--- src/rtl/shifter_pkg.sv ---
// Shared definitions for the iterative shift/rotate unit.
//   op_e    : operation encodings on the 3-bit op field (101-111 are illegal)
//   state_e : controller states
package shifter_pkg;

   typedef enum logic [2:0] {
      OP_ROL = 3'b000,
      OP_ROR = 3'b001,
      OP_SLL = 3'b010,
      OP_SRA = 3'b011,
      OP_SRL = 3'b100
   } op_e;

   typedef enum logic [1:0] {
      S_IDLE  = 2'b00,
      S_SHIFT = 2'b01,
      S_DONE  = 2'b10
   } state_e;

   function automatic logic op_is_illegal(input logic [2:0] op);
      return (op > OP_SRL);
   endfunction

endpackage

--- src/rtl/shifter_step.sv ---
// One power-of-two shift/rotate step, purely combinational.
// Ports:
//   i_data [WIDTH]  operand
//   i_op   [3]      operation (illegal encodings rotate left)
//   i_k    [AMT_W]  step exponent; shift distance is 2**i_k (always < WIDTH)
//   o_data [WIDTH]  shifted result
import shifter_pkg::*;

module shifter_step #(
   parameter int WIDTH = 16
) (
   input  logic [WIDTH-1:0]         i_data,
   input  logic [2:0]               i_op,
   input  logic [$clog2(WIDTH)-1:0] i_k,
   output logic [WIDTH-1:0]         o_data
);

   localparam int AMT_W = $clog2(WIDTH);
   localparam logic [AMT_W:0] W_LEN = (AMT_W+1)'(WIDTH);

   logic [AMT_W-1:0] w_sh;
   logic [AMT_W:0]   w_rsh;
   logic [WIDTH-1:0] w_rol;
   logic [WIDTH-1:0] w_ror;

   // i_k never exceeds AMT_W-1, so the distance is at most WIDTH/2 and
   // WIDTH - distance is never zero or WIDTH for the rotate complements.
   assign w_sh  = AMT_W'(1) << i_k;
   assign w_rsh = W_LEN - {1'b0, w_sh};
   assign w_rol = (i_data << w_sh) | (i_data >> w_rsh);
   assign w_ror = (i_data >> w_sh) | (i_data << w_rsh);

   always_comb begin
      o_data = w_rol;
      case (i_op)
         OP_ROL:  o_data = w_rol;
         OP_ROR:  o_data = w_ror;
         OP_SLL:  o_data = i_data << w_sh;
         OP_SRA:  o_data = $signed(i_data) >>> w_sh;
         OP_SRL:  o_data = i_data >> w_sh;
         default: o_data = w_rol;
      endcase
   end

endmodule

--- src/rtl/shifter_iter.sv ---
// Multi-cycle shift/rotate unit: one power-of-two step per cycle, largest
// remaining step first. Latency from accept to done is 1 + popcount(amt).
// Optional macro SHIFTER_ITER_ERR_EN adds o_err and makes illegal ops finish
// immediately with the operand unchanged; otherwise illegal ops rotate left.
// Ports:
//   clk, rst_n      clock (rising edge), async active-low reset
//   i_start         request, accepted when o_ready=1
//   i_in [WIDTH]    operand
//   i_op [3]        000 ROL, 001 ROR, 010 SLL, 011 SRA, 100 SRL
//   i_amt [AMT_W]   shift amount
//   i_abort         cancel an in-flight shift
//   o_ready         can accept i_start this cycle
//   o_done          one-cycle result-valid pulse
//   o_out [WIDTH]   result, held until the next accepted start completes
//   o_err           (SHIFTER_ITER_ERR_EN only) illegal op, valid with o_done
//
// state   | meaning
// S_IDLE  | waiting for start
// S_SHIFT | applying one step per cycle until rem is zero
// S_DONE  | result valid, done pulse; may accept the next start
import shifter_pkg::*;

module shifter_iter #(
   parameter int WIDTH = 16
) (
   input  logic                     clk,
   input  logic                     rst_n,
   input  logic                     i_start,
   input  logic [WIDTH-1:0]         i_in,
   input  logic [2:0]               i_op,
   input  logic [$clog2(WIDTH)-1:0] i_amt,
   input  logic                     i_abort,
   output logic                     o_ready,
   output logic                     o_done,
`ifdef SHIFTER_ITER_ERR_EN
   output logic                     o_err,
`endif
   output logic [WIDTH-1:0]         o_out
);

   localparam int AMT_W = $clog2(WIDTH);

   state_e           r_state;
   state_e           w_state_nxt;
   logic [WIDTH-1:0] r_acc;
   logic [AMT_W-1:0] r_rem;
   logic [2:0]       r_op;
   logic [WIDTH-1:0] r_out;

   logic [AMT_W-1:0] w_k;
   logic [AMT_W-1:0] w_rem_nxt;
   logic [WIDTH-1:0] w_step;
   logic             w_accept;
   logic             w_step_en;
   logic             w_illegal;

`ifdef SHIFTER_ITER_ERR_EN
   logic r_err;
   assign w_illegal = op_is_illegal(i_op);
   assign o_err     = r_err & (r_state == S_DONE);
`else
   assign w_illegal = 1'b0;
`endif

   // Highest set bit of the remaining amount picks this cycle's step.
   always_comb begin
      w_k = '0;
      for (int i = 0; i < AMT_W; i++) begin
         if (r_rem[i]) w_k = AMT_W'(i);
      end
   end

   assign w_rem_nxt = r_rem & ~(AMT_W'(1) << w_k);

   shifter_step #(.WIDTH(WIDTH)) u_step (
      .i_data (r_acc),
      .i_op   (r_op),
      .i_k    (w_k),
      .o_data (w_step)
   );

   always_ff @(posedge clk or negedge rst_n) begin
      if (!rst_n) r_state <= S_IDLE;
      else        r_state <= w_state_nxt;
   end

   always_comb begin
      w_state_nxt = r_state;
      w_accept    = 1'b0;
      w_step_en   = 1'b0;
      o_ready     = 1'b0;
      o_done      = 1'b0;
      case (r_state)
         S_IDLE, S_DONE: begin
            o_ready = 1'b1;
            o_done  = (r_state == S_DONE);
            // start beats abort here; abort only matters while shifting
            if (i_start) begin
               w_accept    = 1'b1;
               w_state_nxt = (w_illegal || i_amt == '0) ? S_DONE : S_SHIFT;
            end else begin
               w_state_nxt = S_IDLE;
            end
         end
         S_SHIFT: begin
            if (i_abort) begin
               w_state_nxt = S_IDLE;
            end else begin
               w_step_en = 1'b1;
               if (w_rem_nxt == '0) w_state_nxt = S_DONE;
            end
         end
         default: w_state_nxt = S_IDLE;
      endcase
   end

   always_ff @(posedge clk or negedge rst_n) begin
      if (!rst_n) begin
         r_acc <= '0;
         r_rem <= '0;
         r_op  <= '0;
         r_out <= '0;
`ifdef SHIFTER_ITER_ERR_EN
         r_err <= 1'b0;
`endif
      end else if (w_accept) begin
         r_acc <= i_in;
         r_rem <= i_amt;
         r_op  <= i_op;
         if (w_state_nxt == S_DONE) r_out <= i_in;
`ifdef SHIFTER_ITER_ERR_EN
         r_err <= w_illegal;
`endif
      end else if (w_step_en) begin
         r_acc <= w_step;
         r_rem <= w_rem_nxt;
         if (w_rem_nxt == '0) r_out <= w_step;
      end
   end

   assign o_out = r_out;

endmodule

--- config.mk ---
export PLATFORM = sky130hd
export DESIGN_NAME = shifter_iter
export DESIGN_NICKNAME = d
export VERILOG_FILES = /design/src/rtl/shifter_pkg.sv /design/src/rtl/shifter_step.sv /design/src/rtl/shifter_iter.sv
export SDC_FILE = /design/constraint.sdc
export NUM_CORES = 1
export LEC_CHECK = 0
export CORE_ASPECT_RATIO = 0.8
export CORE_UTILIZATION = 45
export DETAILED_ROUTE_END_ITERATION = 8
export PLACE_DENSITY = 0.65
export REMOVE_ABC_BUFFERS = 1
export SETUP_SLACK_MARGIN = 0.02
export SLEW_MARGIN = 20
export SYNTH_ARGS = -nofsm -noshare
export SYNTH_HDL_FRONTEND = slang
export SYNTH_SLANG_ARGS = --single-unit
--- constraint.sdc ---
create_clock -name clk -period 2.5 [get_ports clk]
set_input_delay 0.625 -clock clk [delete_from_list [all_inputs] [get_ports clk]]
set_output_delay 0.625 -clock clk [all_outputs]
set_load 0.005 [all_outputs]
==> flow_summary_export.csv <==
group,metric,value,unit
drt,detail_route.wl_per_cell,20.1,µm
place,portBuffers,44,
die,die_y,77.7,µm
timing,fin_skew,0.00299,ns
timing,maximum_clock_frequency,0.446,GHz
global_routing,globalRouteOverflowTotal,0,
layout,mostFrequentLayoutCell,"sky130_fd_sc_hd__nand2_1",
die,placeable_core_region,6890,µm²
pwr,fin_total_pwr,4.19,mW
die,die_area,7500,µm²
critical_path,timing.rr.end,"o_out[2]$_DFFE_PN0P_",
die,rows,27,
critical_path,path_class,"in -> reg",
critical_path,timing.critical_path.cells,"clkdlybuf4s50_1, nor2b_2, and2_1, a21oi_2, nor2_1, a221o_1",
flow_run,max_cap_violations,0,
die,die_w,96.6,µm
clocking,cts_root_buf,"sky130_fd_sc_hd__clkbuf_8",
critical_path,worst_path_dominant_cell_family,"compound AO/OA/AOI/OAI gates",
place,placed_cells,515,
timing,timing.final.max_slew_violations,0,
critical_path,max_stage_delay,0.68,ns
timing,setup_viol,0,
yosys,number_of_flops_mapped_to_enable_cells_by_yosys,0,
drt,first_pass_iters,5,
place,placed_cell_area,3760,µm²
place,globalplace.congestion,0.943,
clocking,worst_skew_pair_later_pin_latency,0.30,ns
place,post-dp-hpwl,7490,µm
critical_path,worstPathBufferInverterCount,1,
yosys,synthesis.yosys.warnings,0,
clocking,clock_tree.htree_level_count,2,
critical_path,crit_arrival,2.43,ns
timing,rsz0062_at_grt,"no",
layout,antenna_cells_inserted,0,
drt,drtIter0Drc,238,
global_routing,gr-usage-all-layers,0.301,
clocking,cts_buffer_depth,2,
pwr,cellPowerDensity,1090,nW/µm²
critical_path,start_kind,"input pin",
layout,fin_cells,522,
critical_path,timing.critical_path.to_type,"register",
critical_path,timing.critical_path.slowest_stage_cell,"sky130_fd_sc_hd__a21oi_2",
layout,final_net_count,462,
timing,fin_worst_hold_slack,0.293,ns
yosys,ys_seq_elements,41,
yosys,synth_top_flop_cell,"sky130_fd_sc_hd__dfrtp_1",
yosys,synth_cell_type_count,61,
layout,postLayoutCoreUtil,0.559,
drt,drt_wl_total,10500,µm
timing,post-route-min-period,2.24,ns
status,status,"complete, no violations",
global_routing,antenna_violations_before_repair,0,
yosys,async_flop_share,1.00,
layout,fillerInstances,686,
timing,worstMarginPinSlew,0.929,ns
clocking,cts_repair_resize_count,0,
critical_path,path_max_fanout,17,
clocking,clock_sink_count,41,
critical_path,worstReg2RegStart,"r_rem[2]$_DFFE_PN0P_",
timing,timing.final.hold_violations,0,
yosys,top_cell_type_s_share_of_synthesized_area,0.319,
clocking,cts_tree,"done",
timing,timing.final.crit_share,0.897,
layout,layout_common_cells,"sky130_fd_sc_hd__nand2_1 (54), sky130_fd_sc_hd__clkdlybuf4s50_1 (43), sky130_fd_sc_hd__dfrtp_1 (41)",
hold_path,hp-class,"in -> async",
critical_path,required,2.69,ns
pwr,p_leak,1.57,nW
yosys,post_synth_main_area_contributors,"sky130_fd_sc_hd__dfrtp_1 (32%), sky130_fd_sc_hd__nand2_1 (6.3%), sky130_fd_sc_hd__o21ai_0 (4.4%)",
clocking,cts_inserted_buffers,5,
yosys,mean_instance_size_in_the_synthesized_netlist,8.09,µm²
yosys,synth_top_cell_by_area,"sky130_fd_sc_hd__dfrtp_1",
drt,routed_antenna_nets,0,
clocking,clk_pin_slew_worst_paths,0.08,ns
critical_path,reg2regPathDepth,6,
die,design.portCount,45,
timing,worst_slew_margin_rel,0.380,
global_routing,pin_count_of_the_biggest_net_entering_global_routing,36,
drt,via_per_inst,6.31,
layout,final_layout_size_suffix_gt1_frac,0.120,
layout,layout.cell_area.non_filler,3850,µm²
yosys,synthCells,398,
global_routing,grt_first_pass_wirelength,16900,µm
layout,layout-area-overhead-vs-synth,19.6,%
global_routing,first_global_vias,3107,
pwr,vdd.ir_drop.worst,475,µV
clocking,post-cts-setup-buffers,0,
yosys,synth_area,3220,µm²
clocking,cts_hold_repair.buffers,0,
drt,detailroute.via_count,3295,
critical_path,r2r_slack,0.41,ns
drt,drc_errors,0,
yosys,synth_seq_area_share,0.319,
die,initial_utilization,0.467,
state kept, by name (all words and copies together) (netlist names):
signal   cells
o_out       16
r_acc       16
r_op         3
r_rem        4
r_state      2
final cells by class:
class	instances	area (µm²)	area share
clock buffer	7	86.3	0.0224
inverter	10	37.5	0.00975
multi-input combinational	310	1950	0.506
sequential	41	1030	0.266
tap	87	109	0.0283
timing repair buffer	67	646	0.168
routing by layer:
layer  track usage  up-vias  wire, µm
li1              -     1547         -
met1         0.434     1586      4870
met2         0.442      143      4610
met3        0.0784       19       850
met4        0.0735        0       138
met5             0        -         0
worst reg2reg max path: cells and delay by family (launching register included):
family	cells	cell delay, ns
buffers and inverters	1	0.19
AOI/OAI and AO/OA	4	0.97
and+or+nand+nor	1	0.43
DFF	1	0.42
power breakdown:
part | internal, mW | switching (mW)
clock network | 0.219 | 0.237
logic | 1.12 | 1.25
registers | 0.919 | 0.435
logic make-up after synthesis:
kind of cell | count (synthesis) | synth area share
AOI/OAI and AO/OA | 144 | 0.318
xor gates and xnor gates | 2 | 0.00777
adders and majority gates | 1 | 0.00311
buffers and inverters | 47 | 0.0773
DFF | 41 | 0.319
muxes | 14 | 0.0466
and+or+nand+nor | 149 | 0.229
worst max path at each step:
stage	from	to	slack, ns	cells after the start
after detailed placement	i_amt[0]	o_out[0]$_DFFE_PN0P_	-0.08	6
after global placement	i_amt[2]	o_out[0]$_DFFE_PN0P_	-0.04	6
after CTS	i_start	o_out[0]$_DFFE_PN0P_	0.24	6
after global routing	i_amt[1]	o_out[0]$_DFFE_PN0P_	0.1	6
after floorplan	i_start	o_out[0]$_DFFE_PN0P_	-0.52	4
final	i_start	o_out[0]$_DFFE_PN0P_	0.26	6
through the flow:
| step | setup TNS [ns] | worst slack, ns |
|---|---|---|
| 2_1_floorplan | -6.61 | -0.523 |
| 3_3_place_gp | -0.0383 | -0.0383 |
| 3_5_place_dp | -0.149 | -0.0769 |
| 4_1_cts | 0 | 0.239 |
| 5_1_grt | 0 | 0.0961 |
| 6_report | 0 | 0.259 |
cell usage after synthesis (3+ instances only):
cell / n
sky130_fd_sc_hd__mux2_2: 8
sky130_fd_sc_hd__a211oi_1: 4
sky130_fd_sc_hd__dfrtp_1: 41
sky130_fd_sc_hd__o211ai_1: 4
sky130_fd_sc_hd__inv_1: 10
sky130_fd_sc_hd__nor3b_1: 3
sky130_fd_sc_hd__nor3_1: 16
sky130_fd_sc_hd__buf_4: 7
sky130_fd_sc_hd__nor2_1: 23
sky130_fd_sc_hd__a31oi_1: 4
sky130_fd_sc_hd__o31ai_1: 12
sky130_fd_sc_hd__nor2b_1: 15
sky130_fd_sc_hd__and2_1: 4
sky130_fd_sc_hd__and3_1: 5
sky130_fd_sc_hd__a31o_2: 3
sky130_fd_sc_hd__a21oi_1: 23
sky130_fd_sc_hd__o21ai_0: 28
sky130_fd_sc_hd__nor4_1: 3
sky130_fd_sc_hd__o221ai_1: 3
sky130_fd_sc_hd__buf_6: 3
sky130_fd_sc_hd__a22oi_1: 4
sky130_fd_sc_hd__a311oi_1: 12
sky130_fd_sc_hd__clkbuf_1: 15
sky130_fd_sc_hd__mux2i_1: 6
sky130_fd_sc_hd__o21ai_1: 4
sky130_fd_sc_hd__buf_2: 10
sky130_fd_sc_hd__o22ai_1: 5
sky130_fd_sc_hd__a221oi_1: 7
sky130_fd_sc_hd__nand2b_1: 12
sky130_fd_sc_hd__nand3_1: 5
sky130_fd_sc_hd__a21o_1: 5
sky130_fd_sc_hd__a22o_1: 3
sky130_fd_sc_hd__nand2_1: 54
Note: power is estimated with default switching activity, not from simulation.
